$ cat config.mk
export PLATFORM = sky130hd
export DESIGN_NAME = conv_encoder_param
export DESIGN_NICKNAME = d
export VERILOG_FILES = /design/src/rtl/conv_pkg.sv /design/src/rtl/conv_sym_gen.sv /design/src/rtl/conv_encoder_param.sv
export SDC_FILE = /design/constraint.sdc
export NUM_CORES = 1
export LEC_CHECK = 0
export ABC_AREA = 1
export CORE_MARGIN = 10
export CORE_UTILIZATION = 47
export DETAILED_ROUTE_END_ITERATION = 16
export PLACE_DENSITY = 0.82
export REMOVE_ABC_BUFFERS = 1
export SLEW_MARGIN = 5
export SYNTH_ARGS = -nofsm -noshare
export SYNTH_HDL_FRONTEND = slang
export SYNTH_HIERARCHICAL = 1
export SYNTH_SLANG_ARGS = --single-unit
$ cat constraint.sdc
create_clock -name clk -period 2.1 [get_ports clk]
set_input_delay 0.315 -clock clk [delete_from_list [all_inputs] [get_ports clk]]
set_output_delay 0.315 -clock clk [all_outputs]
set_load 0.03 [all_outputs]
$ cat src/rtl/conv_pkg.sv
// ============================================================================
// Module      : conv_pkg
// Description : Shared types and helpers for the parametrised rate-1/2
//               convolutional encoder. Holds the FSM state type, the symbol
//               width, the legacy generator polynomials, the tail-length rule
//               and the tap-parity helper.
//               Configuration macro: TAIL_FLUSH_EN (adds K-1 zero tail bits).
// Revision    : 1.0 - initial release
// ============================================================================
`default_nettype none

package conv_pkg;

    typedef enum logic [1:0] {
        IDLE   = 2'd0,
        ENCODE = 2'd1,
        DONE   = 2'd2
    } state_t;

    localparam int SYM_W = 2;

    // Legacy K=3 generators; bit K-1 taps the current input, bit 0 the oldest bit.
    localparam logic [2:0] DEF_G0 = 3'b111;
    localparam logic [2:0] DEF_G1 = 3'b101;

`ifdef TAIL_FLUSH_EN
    localparam bit c_TAIL_FLUSH = 1'b1;
`else
    localparam bit c_TAIL_FLUSH = 1'b0;
`endif

    // Number of zero tail bits appended to every frame.
    function automatic int tail_len(input int k);
        return c_TAIL_FLUSH ? (k - 1) : 0;
    endfunction

    // Modulo-2 sum of the input bits selected by a generator polynomial.
    function automatic logic tap_parity(input logic [31:0] taps, input logic [31:0] vec);
        return ^(taps & vec);
    endfunction

endpackage

`default_nettype wire

$ cat src/rtl/conv_sym_gen.sv
// ============================================================================
// Module      : conv_sym_gen
// Description : Combinational symbol generator. Forms {u, sr} and produces
//               the two generator parities as one 2-bit symbol {g1,g0}.
// Ports       : u   - current input bit
//               sr  - K-1 past bits, sr[K-2] newest, sr[0] oldest
//               sym - encoded symbol {g1,g0}
// Revision    : 1.0 - initial release
// ============================================================================
`default_nettype none

module conv_sym_gen
    import conv_pkg::*;
#(
    parameter int           K  = 3,
    parameter logic [K-1:0] G0 = K'(DEF_G0),
    parameter logic [K-1:0] G1 = K'(DEF_G1)
) (
    input  logic             u,
    input  logic [K-2:0]     sr,
    output logic [SYM_W-1:0] sym
);

    logic [K-1:0] w_taps_in;

    // Bit ordering matches the generator polynomials: MSB is the current input.
    assign w_taps_in = {u, sr};

    assign sym = {tap_parity(32'(G1), 32'(w_taps_in)),
                  tap_parity(32'(G0), 32'(w_taps_in))};

endmodule

`default_nettype wire

$ cat src/rtl/conv_encoder_param.sv
// ============================================================================
// Module      : conv_encoder_param
// Description : Parametrised rate-1/2 feed-forward convolutional encoder.
//               Captures a MSG_LEN-bit message on start, encodes it LSB
//               first, streams 2-bit symbols over valid/ready and builds
//               the full codeword in parallel.
//               Configuration macro: TAIL_FLUSH_EN - when defined, K-1 zero
//               tail bits terminate the trellis in state 0.
// Ports       : clk       - clock, rising edge
//               reset     - asynchronous, active-low reset
//               start     - frame request, accepted only in IDLE
//               m_text_in - message, sampled on the accepted start cycle
//               sym_valid - encoded symbol available
//               sym_ready - downstream accepts the symbol
//               sym_data  - {g1,g0} of the current symbol
//               code_out  - codeword, symbol i at [2*i +: 2]
//               busy      - high outside IDLE
//               done      - one-cycle frame-complete pulse
// Revision    : 1.0 - initial release
// ============================================================================
`default_nettype none

module conv_encoder_param
    import conv_pkg::*;
#(
    parameter int           MSG_LEN = 8,
    parameter int           K       = 3,
    parameter logic [K-1:0] G0      = K'(DEF_G0),
    parameter logic [K-1:0] G1      = K'(DEF_G1),
    localparam int          NSYM    = MSG_LEN + tail_len(K),
    localparam int          CODE_W  = SYM_W * NSYM
) (
    input  logic               clk,
    input  logic               reset,
    input  logic               start,
    input  logic [MSG_LEN-1:0] m_text_in,
    output logic               sym_valid,
    input  logic               sym_ready,
    output logic [SYM_W-1:0]   sym_data,
    output logic [CODE_W-1:0]  code_out,
    output logic               busy,
    output logic               done
);

    localparam int                 c_IDX_W    = $clog2(NSYM + 1);
    localparam logic [c_IDX_W-1:0] c_LAST_IDX = c_IDX_W'(NSYM - 1);

    state_t             r_state;
    logic [MSG_LEN-1:0] r_msg;
    logic [c_IDX_W-1:0] r_idx;
    logic [K-2:0]       r_sr;
    logic [CODE_W-1:0]  r_code;

    logic               w_u;
    logic               w_fire;
    logic [K-2:0]       w_sr_next;
    logic [SYM_W-1:0]   w_sym;

    // Message bit at the current index; once idx passes MSG_LEN the shifted
    // mask falls off the top and the tail input reads as zero.
    assign w_u    = |(r_msg & (MSG_LEN'(1) << r_idx));
    assign w_fire = (r_state == ENCODE) && sym_ready;

    // New bit enters at the newest end (sr[K-2]); the oldest drops out.
    generate
        if (K == 2) begin : g_sr_single
            assign w_sr_next = w_u;
        end else begin : g_sr_multi
            assign w_sr_next = {w_u, r_sr[K-2:1]};
        end
    endgenerate

    conv_sym_gen #(
        .K  (K),
        .G0 (G0),
        .G1 (G1)
    ) u_sym_gen (
        .u   (w_u),
        .sr  (r_sr),
        .sym (w_sym)
    );

    always_ff @(posedge clk or negedge reset) begin
        if (!reset) begin
            r_state <= IDLE;
            r_msg   <= '0;
            r_idx   <= '0;
            r_sr    <= '0;
            r_code  <= '0;
        end else begin
            case (r_state)
                IDLE: begin
                    if (start) begin
                        r_msg   <= m_text_in;
                        r_sr    <= '0;
                        r_idx   <= '0;
                        r_code  <= '0;
                        r_state <= ENCODE;
                    end
                end
                ENCODE: begin
                    if (w_fire) begin
                        r_code[SYM_W*r_idx +: SYM_W] <= w_sym;
                        r_sr  <= w_sr_next;
                        r_idx <= r_idx + 1'b1;
                        if (r_idx == c_LAST_IDX) begin
                            r_state <= DONE;
                        end
                    end
                end
                DONE: begin
                    r_state <= IDLE;
                end
                default: begin
                    r_state <= IDLE;
                end
            endcase
        end
    end

    // All outputs decode registered state only, so sym_data cannot move while
    // the stream is stalled.
    assign sym_valid = (r_state == ENCODE);
    assign sym_data  = (r_state == ENCODE) ? w_sym : '0;
    assign busy      = (r_state != IDLE);
    assign done      = (r_state == DONE);
    assign code_out  = r_code;

endmodule

`default_nettype wire

==> impl_metrics.tcl <==
set metrics [dict create \
    fmax_mhz 416 \
    nNetsFinal 306 \
    cts_made_buffers 5 \
    setup_tns_ns -0.843 \
    finalHoldViolations 0 \
    violations "negative setup slack" \
    clkSinkCount 32 \
    synthesis.instances 223 \
    ff2ff_path_depth 18 \
    crit_arrival_ns 2.09 \
    cts_tree "built" \
    status "complete, but fails checks" \
    cts.root.buffer_cell "clkbuf_8" \
    p_leak_nw 1.21 \
    drc 0 \
    grt_first_pass_wirelength_microns 8370 \
    synth_most_common_cell "nand2_1" \
    drt-vias-per-instance 5.13 \
    vdd_drop_max_v 0.000749 \
    drt-initial-drc-count 152 \
    drv_slew 0 \
    min_path_type "input port to async pin" \
    yosys.area.top_type_share 0.449 \
    yosysWarnings 6 \
    drtPass1Iterations 4 \
    dp.final_hpwl_microns 3230 \
    synth_edf_count 0 \
    core_area_sq_mm 0.00366 \
    grt_antenna_before_repair 0 \
    setup_ws_ns -0.305 \
    grt_overflow 0 \
    diodes 0 \
    cp.required_ns 1.78 \
    synth-seq-cells 32 \
    synth_area_leaders "dfrtp_1 45%, nand2_1 17%, ha_1 7.0%" \
    cts_buffer_depth 2 \
    power_density_mw_per_mm2 1630 \
    insertion_delay_ns 0.29 \
    path_clk_slew_ns 0.06 \
    start_kind "flip-flop" \
    fp.dieW_microns 81.6 \
    fillers 287 \
    min_period_ns 2.40 \
    drive_gt1_frac 0.280 \
    place_ws_ns -0.132 \
    setup.worst_path.class "flip-flop to output pin" \
    maxSlewHeadroom 0.734 \
    avgSynthCellArea_sq_um 7.99 \
    area_growth_pct 45.2 \
    synth_common_cells "79 x nand2_1, 32 x dfrtp_1, 20 x inv_1" \
    grtUsageTotal 0.160 \
    post_drt_wl_per_cell_microns 14.6 \
    worstMarginPinSlew_ns 0.399 \
    synth.distinct_cells 26 \
    fp.dieH_microns 81.6 \
    vias 1693 \
    ant_nets 0 \
    ys_seq_area_frac 0.449 \
    h-tree-depth 2 \
    finalCritPeriodShare 1.15 \
    rsz0062_at_grt "yes" \
    synth_ff_type "dfrtp_1" \
    synth_largest_area_cell "dfrtp_1" \
    skew_ns 0.00545 \
    die_area_sq_mm 0.00665 \
    synthArstFlopShare 1.00 \
    cp-end-kind "output pin" \
    std_cell_rows 22 \
    cap_violations 0 \
    grt_max_degree 33 \
    gp_congestion 0.882 \
    critPathMaxFanout 3 \
    num_io_pins 33 \
    initial_utilization 0.487 \
    syn_area_sq_mm 0.00178 \
    io_buffers 32 \
    setup_violations 5 \
    wl_microns 4830 \
    grt_pass1_vias 1809 \
]
-- flip-flops by register name (all words and copies together), names as in the netlist --
name,flops
r_state,2
r_idx,4
r_sr,2
code_out,16
r_msg,8
-- cell type report --
class	count	area [sq um]	area share
inverters	27	110	0.0426
clock buffers	5	68.8	0.0266
well taps	48	60.1	0.0232
multi-input cells	162	1020	0.393
repair buffers	56	526	0.203
flip-flops and latches	32	805	0.311
-- cell usage in the layout (no fill, tap or decap), drive strengths merged --
master,Yosys,final
or2,1,1
clkbuf,0,5
nand3,15,15
nand3b,1,1
nand2,84,84
nor2,13,13
clkinv,1,1
buf,2,26
o21bai,1,1
o21ai,19,19
inv,26,26
nor3,5,5
clkdlybuf4s50,0,30
dfrtp,32,32
o22ai,2,2
ha,10,10
nand4,11,11
-- where the power goes --
| part | internal [mW] | total, mW | switching [mW] |
|---|---|---|---|
| sequential | 0.796 | 0.955 | 0.159 |
| clock | 0.213 | 0.416 | 0.203 |
| combinational | 1.22 | 2.84 | 1.63 |
| total | 2.23 | 4.21 | 1.99 |
-- metrics by stage --
| stage | utilization | std cells | total power, mW | hold WS (ns) | area (sq um) |
|---|---|---|---|---|---|
| after global placement | 0.616 | 316 | 2.95 | 0.457 | 2250 |
| after detailed placement | 0.616 | 316 | 3.00 | 0.459 | 2250 |
| after floorplan | - | 221 | 2.23 | 0.0194 | 1770 |
| final | 0.706 | 330 | 4.21 | 0.422 | 2590 |
| after CTS | 0.698 | 329 | 4.03 | 0.433 | 2550 |
| after global routing | 0.706 | 330 | 4.52 | 0.477 | 2590 |
-- critical path: stages, from the launching register on --
cell	delay [ns]
dfrtp_2	0.45
ha_4	0.20
ha_4	0.16
nand2_1	0.07
nand4_1	0.08
nand3b_1	0.18
nand2_1	0.08
inv_2	0.05
inv_2	0.05
nand2_2	0.06
nand2_2	0.08
inv_2	0.05
nor2_4	0.14
buf_6	0.15
-- path summary, 6_finish.rpt --
path                            slack [ns]                       to                     from
worst max-delay path                 -0.30              sym_data[1]     r_idx[0]$_DFFE_PN0P_
worst max register to register       -0.19  code_out[1]$_DFFE_PN0P_     r_idx[0]$_DFFE_PN0P_
max in group asynchronous             1.36     r_idx[1]$_DFFE_PN0P_                    reset
min in group clk                      0.47  code_out[0]$_DFFE_PN0P_  code_out[0]$_DFFE_PN0P_
worst min-delay path                  0.42  code_out[7]$_DFFE_PN0P_                    reset
worst min register to register        0.47  code_out[0]$_DFFE_PN0P_  code_out[0]$_DFFE_PN0P_
-- cell families (layout without fill, tap and decap cells) --
kind of cell,after synthesis,count (layout),synth area share
AND/OR/NAND/NOR,130,130,0.343
adder cells (fa/ha/maj),10,10,0.0702
AO/OA/AOI/OAI,22,22,0.0667
flip-flops,32,32,0.449
buffers and inverters,29,88,0.0709
-- metal layers --
| layer | part of all wire | vias up | wire, microns | global-route usage |
|---|---|---|---|---|
| met3 | 0.076 | 13 | 367 | 0.0513 |
| met1 | 0.41 | 776 | 2000 | 0.175 |
| li1 | - | 843 | - | - |
| met5 | 0 | - | 0 | 0 |
| met4 | 0.027 | 0 | 129 | 0.0697 |
| met2 | 0.48 | 61 | 2330 | 0.280 |
-- repair_timing --
| item | 4_1_cts | 5_1_grt |
|---|---|---|
| setup endpoints to repair | 6 | 17 |
| pin swaps | 16 | 11 |
| buffers inserted | 12 | 4 |
| hold buffers | 0 | 0 |
| resized for setup | 44 | 8 |
Note: power is estimated with default switching activity, not from simulation.
